<file path="config.mk">
export PLATFORM = sky130hd
export DESIGN_NAME = life_color_scheduler
export DESIGN_NICKNAME = d
export VERILOG_FILES = /design/src/rtl/life_pkg.sv /design/src/rtl/raster_counter.sv /design/src/rtl/life_color_scheduler.sv
export SDC_FILE = /design/constraint.sdc
export NUM_CORES = 1
export LEC_CHECK = 0
export BUFFER_PORTS_ARGS = -buffer_cell sky130_fd_sc_hd__buf_2
export CORE_ASPECT_RATIO = 0.75
export CORE_MARGIN = 5
export CORE_UTILIZATION = 35
export CTS_BUF_LIST = sky130_fd_sc_hd__clkbuf_8
export DETAILED_ROUTE_END_ITERATION = 10
export GPL_TIMING_DRIVEN = 1
export SLEW_MARGIN = 40
export SYNTH_ARGS = -nofsm -noshare
export SYNTH_HDL_FRONTEND = slang
export SYNTH_SLANG_ARGS = --single-unit
export TNS_END_PERCENT = 30
</file>
<file path="constraint.sdc">
create_clock -name clk -period 2.6 [get_ports clk]
set_clock_uncertainty 0.2 [all_clocks]
set_input_delay 0.52 -clock clk [delete_from_list [all_inputs] [get_ports clk]]
set_output_delay 0.52 -clock clk [all_outputs]
set_load 0.005 [all_outputs]
</file>
<file path="src/rtl/life_pkg.sv">
// life_pkg: shared Life grid constants, frame-fill scheduler states and RGB332 field positions.
package life_pkg;
   localparam int GRID_COLS = 128;
   localparam int GRID_ROWS = 96;
   localparam int FB_ADDR_W = 14;
   localparam int RGB_R_MSB = 7;
   localparam int RGB_R_LSB = 5;
   localparam int RGB_G_MSB = 4;
   localparam int RGB_G_LSB = 2;
   localparam int RGB_B_MSB = 1;
   localparam int RGB_B_LSB = 0;
   typedef enum logic [2:0] {IDLE, FETCH, LOOKUP, WRITE, DONE} sched_state_t;
endpackage

</file>
<file path="src/rtl/raster_counter.sv">
// raster_counter: x/y raster position with last-cell flag; clr restarts at (0,0), adv steps one cell.
module raster_counter #(
   parameter int COLS = 128,
   parameter int ROWS = 96,
   parameter int W = 8
) (
   input  logic         clk,
   input  logic         rst_n,
   input  logic         clr,
   input  logic         adv,
   output logic [W-1:0] x,
   output logic [W-1:0] y,
   output logic         last
);
   logic x_end;
   assign x_end = x == W'(COLS - 1);
   assign last = x_end && y == W'(ROWS - 1);
   always_ff @(posedge clk or negedge rst_n)
      if (!rst_n) begin
         x <= '0;
         y <= '0;
      end else if (clr) begin
         x <= '0;
         y <= '0;
      end else if (adv) begin
         x <= x_end ? '0 : x + 1'b1;
         y <= x_end ? y + 1'b1 : y;
      end
endmodule

</file>
<file path="src/rtl/life_color_scheduler.sv">
// life_color_scheduler: raster walk of the Life grid writing one RGB332 pixel per cell to the framebuffer.
// Define FRAME_SWAP_EN for double-buffered output (bank bit as wr_addr MSB plus disp_bank).
module life_color_scheduler
   import life_pkg::*;
#(
   parameter int         COLS       = GRID_COLS,
   parameter int         ROWS       = GRID_ROWS,
   parameter int         ADDR_W     = FB_ADDR_W,
   parameter logic [7:0] DEAD_COLOR = 8'h00
) (
   input  logic              clk,
   input  logic              rst_n,
   input  logic              start,
   output logic              busy,
   output logic              done,
   output logic [ADDR_W-1:0] cell_addr,
   input  logic              cell_alive,
   output logic [7:0]        gen_x,
   output logic [7:0]        gen_y,
   input  logic [7:0]        gen_color,
   output logic              wr_valid,
   input  logic              wr_ready,
`ifdef FRAME_SWAP_EN
   output logic [ADDR_W:0]   wr_addr,
   output logic              disp_bank,
`else
   output logic [ADDR_W-1:0] wr_addr,
`endif
   output logic [7:0]        wr_data
);
   sched_state_t state, state_nx;
   logic [7:0] x, y, gen_x_q, gen_y_q;
   logic last, clr, adv;
   logic [ADDR_W-1:0] addr;
   raster_counter #(.COLS(COLS), .ROWS(ROWS), .W(8)) u_raster (
      .clk  (clk),
      .rst_n(rst_n),
      .clr  (clr),
      .adv  (adv),
      .x    (x),
      .y    (y),
      .last (last)
   );
   assign addr = ADDR_W'(y * COLS + x);
   assign cell_addr = addr;
   assign clr = state == IDLE && start;
   assign adv = state == WRITE && wr_ready && !last;
   always_comb begin
      state_nx = state;
      busy = 1'b0;
      done = 1'b0;
      wr_valid = 1'b0;
      gen_x = gen_x_q;
      gen_y = gen_y_q;
      case (state)
         IDLE: state_nx = start ? FETCH : IDLE;
         FETCH: begin
            busy = 1'b1;
            state_nx = LOOKUP;
         end
         LOOKUP: begin
            busy = 1'b1;
            gen_x = x;
            gen_y = y;
            state_nx = WRITE;
         end
         WRITE: begin
            busy = 1'b1;
            wr_valid = 1'b1;
            state_nx = !wr_ready ? WRITE : last ? DONE : FETCH;
         end
         DONE: begin
            done = 1'b1;
            state_nx = IDLE;
         end
         default: state_nx = IDLE;
      endcase
   end
`ifdef FRAME_SWAP_EN
   logic bank;
   assign disp_bank = ~bank;
`endif
   always_ff @(posedge clk or negedge rst_n)
      if (!rst_n) begin
         state <= IDLE;
         gen_x_q <= '0;
         gen_y_q <= '0;
         wr_addr <= '0;
         wr_data <= '0;
`ifdef FRAME_SWAP_EN
         bank <= 1'b0;
`endif
      end else begin
         state <= state_nx;
         gen_x_q <= gen_x;
         gen_y_q <= gen_y;
         // cell_alive answers the FETCH-cycle address, so it is valid here in LOOKUP
         if (state == LOOKUP) begin
            wr_data <= cell_alive ? gen_color : DEAD_COLOR;
`ifdef FRAME_SWAP_EN
            wr_addr <= {bank, addr};
`else
            wr_addr <= addr;
`endif
         end
`ifdef FRAME_SWAP_EN
         if (state_nx == DONE && state != DONE)
            bank <= ~bank;
`endif
      end
endmodule

</file>
==> impl_metrics.env <==
export IMPL_ant_nets=0
export IMPL_rsz0062_at_grt="no"
export IMPL_insertion_delay_ps=330
export IMPL_layout_nets=376
export IMPL_track_usage=0.141
export IMPL_syn_num_nets=311
export IMPL_cts_tree="built"
export IMPL_routed_via_density=4.89
export IMPL_max_cap_viol_count=0
export IMPL_diodes=0
export IMPL_crit_path_top_delay_cell="dfrtp_1"
export IMPL_cp_common_cell="ha_1"
export IMPL_cts_root_buf="clkbuf_8"
export IMPL_synth_xor_area_share=0.0161
export IMPL_syn_to_final_growth_pct=24.5
export IMPL_start_util=0.365
export IMPL_finalNonFillerCells=465
export IMPL_max_freq_mhz=410
export IMPL_pin_count=68
export IMPL_drt_initial_drc_count=143
export IMPL_routed_via_count=2275
export IMPL_synth_compound_area_frac=0.0574
export IMPL_yosysTopAreaCellShare=0.524
export IMPL_fin_tns_setup_ps=0
export IMPL_row_count=27
export IMPL_yosysSeqAreaShare=0.524
export IMPL_cts_buffers=9
export IMPL_grt_overflow=0
export IMPL_finalWirelength_um=6550
export IMPL_register_area_mm2=0.00143
export IMPL_ys_ff_latch=57
export IMPL_p_per_area_mw_per_mm2=923
export IMPL_final_hold_violation_count=0
export IMPL_dp_cells=448
export IMPL_synth_mux_area_frac=0.0303
export IMPL_firstDrtPassIters=4
export IMPL_crit_chain="ha_1 -> ha_1 -> nand3_1 -> xnor2_1 -> buf_2"
export IMPL_core_mm2=0.00747
export IMPL_grt_max_degree=27
export IMPL_drv_slew=0
export IMPL_synth_top_family_by_area="simple AND/OR/NAND/NOR gates"
export IMPL_path_clk_slew_ps=70
export IMPL_worst_pin_slew_ps=589
export IMPL_drive_above_1_share=0.277
export IMPL_synth_fa_ha_area_frac=0.0184
export IMPL_htreeDepth=3
export IMPL_die_h_um=86.4
export IMPL_numPortBuffers=67
export IMPL_yosys_area_share_simple=0.294
export IMPL_synth_edf_count=0
export IMPL_postCtsSetupRepairBufs=0
export IMPL_drc=0
export IMPL_crit_arrival_ps=1720
export IMPL_required_ps=1880
export IMPL_crit_fanout=6
export IMPL_antenna_found_initial=0
export IMPL_die_area_mm2=0.00966
export IMPL_globalplace_congestion=0.834
export IMPL_multi_input_area_mm2=0.00114
export IMPL_setup_viol=0
export IMPL_whs_ps=214
export IMPL_leakage_nw=1.84
export IMPL_ys_top_cells_by_area="dfrtp_1, nand2_1, nand3_1"
export IMPL_max_stage_delay_ps=450
export IMPL_placed_area_mm2=0.00310
export IMPL_stdcell_area_mm2=0.00339
export IMPL_start_kind="flip-flop"
export IMPL_fin_ws_ps=159
export IMPL_endpoint_kind="primary output"
export IMPL_syn_area_mm2=0.00272
export IMPL_relSlewSlack=0.603
export IMPL_grt_pass1_vias=2209
export IMPL_place_ws_ps=453
export IMPL_grt_pass1_wl_um=11000
export IMPL_ys_warn_count=0
export IMPL_period_needed_ps=2440
export IMPL_hold_class="input port to flip-flop"
export IMPL_peakVddDrop_mv=0.334
export IMPL_clock_sinks=57
export IMPL_fillCellCount=737
export IMPL_synth_area_leader_cell="dfrtp_1"
export IMPL_ys_flop_type="dfrtp_1"
export IMPL_synthCells=294
export IMPL_ys_types=40
export IMPL_cts_buffer_depth=2
export IMPL_period_share=0.939
export IMPL_status="finished clean"
export IMPL_die_x_um=112
export IMPL_avgSynthCellArea_um2=9.26
export IMPL_wire_per_inst_um=14.1
export IMPL_dp_hpwl_um=4790
export IMPL_synth_async_sr_flop_share=1.00
export IMPL_path_class="flip-flop to primary output"
==> cells by family (layout without fill, tap and decap cells) <==
| kind of cell | after synthesis | after routing |
|---|---|---|
| buffers and inverters | 26 | 96 |
| adder cells (fa/ha/maj) | 4 | 4 |
| multiplexers | 8 | 8 |
| AO/OA/AOI/OAI | 26 | 26 |
| flip-flops | 57 | 57 |
| XOR/XNOR | 5 | 5 |
| AND/OR/NAND/NOR | 168 | 168 |
==> worst max-delay path, delay by kind of cell, from the launching register on <==
| family | cells | cell delay (ps) |
|---|---|---|
| XOR/XNOR | 1 | 270 |
| adder cells (fa/ha/maj) | 2 | 400 |
| buffers and inverters | 1 | 170 |
| flip-flops | 1 | 450 |
| AND/OR/NAND/NOR | 1 | 100 |
==> what timing repair did <==
item / CTS / global route
gates resized for setup: 0 / 1
endpoints found under the setup margin: 0 / 1
hold endpoints to repair: 19 / 0
hold buffers: 1 / 0
==> registers in the layout, indices dropped and copies added, names as in the netlist <==
register    cells
gen_x_q         8
u_raster.x      8
u_raster.y      8
gen_y_q         8
wr_data         8
state           3
wr_addr        14
==> cell usage after synthesis, drive strengths merged (6+ instances only) <==
cell,instances
o21ai,7
clkbuf,8
nor2,8
nand3,18
nand2,106
nor3,7
buf,14
dfrtp,57
mux2i,6
a21oi,9
==> per-stage QoR <==
| stage | util | power (mW) |
|---|---|---|
| after floorplan | - | 1.71 |
| after global placement | 0.415 | 2.01 |
| after detailed placement | 0.415 | 2.02 |
| after CTS | 0.454 | 3.16 |
| after global routing | 0.454 | 3.34 |
| final | 0.454 | 3.13 |
==> cell type report <==
cell class,instances,area share
clock inverter,5,0.0369
timing repair buffer,76,0.121
tap,101,0.0373
multi-input combinational,211,0.335
clock buffer,11,0.0446
sequential,57,0.421
inverter,4,0.00443
==> final timing paths <==
kind                               start            end  slack (ps)  cells after the start
setup / recovery           u_raster.y[0]  cell_addr[11]         160                      5
hold reg to reg               wr_data[4]     wr_data[4]         260                      2
setup reg to reg           u_raster.x[0]  u_raster.y[3]         400                      5
min in group asynchronous          rst_n     gen_x_q[2]         470                      2
hold / removal              gen_color[3]     wr_data[3]         210                      3
max in group asynchronous          rst_n  u_raster.y[6]        1030                      3
==> metal layers <==
metal | part of all wire | GRT usage
met1 | 0.49 | 0.186
met2 | 0.42 | 0.213
met3 | 0.079 | 0.0565
met4 | 0.012 | 0.0431
met5 | 0 | 0
==> power by group <==
group,switching (mW),total (mW),internal [mW],leakage [nW]
clock network,0.343,1.13,0.784,0.140
logic,0.477,0.795,0.318,0.944
registers,0.152,1.21,1.06,0.759
==> cells in the final DEF (no fill, tap or decap), types with 2 or more instances in the layout <==
| cell type | synthesis | layout |
|---|---|---|
| a21oi_1 | 9 | 9 |
| buf_2 | 1 | 67 |
| buf_4 | 7 | 7 |
| bufinv_16 | 0 | 4 |
| clkbuf_8 | 0 | 11 |
| dfrtp_1 | 57 | 57 |
| ha_1 | 4 | 4 |
| inv_1 | 4 | 4 |
| mux2_2 | 2 | 2 |
| mux2i_1 | 6 | 6 |
| nand2_1 | 106 | 106 |
| nand3_1 | 18 | 18 |
| nand3b_1 | 4 | 4 |
| nand4_1 | 2 | 2 |
| nand4b_1 | 2 | 2 |
| nor2_1 | 8 | 8 |
| nor3_1 | 7 | 7 |
| o211ai_1 | 2 | 2 |
| o21ai_0 | 7 | 7 |
| o31ai_1 | 5 | 5 |
| or2_1 | 2 | 2 |
| or2_2 | 3 | 3 |
| or4_1 | 5 | 5 |
| xnor2_1 | 3 | 3 |
| xor2_1 | 2 | 2 |
(Power assumes the default switching activity.)
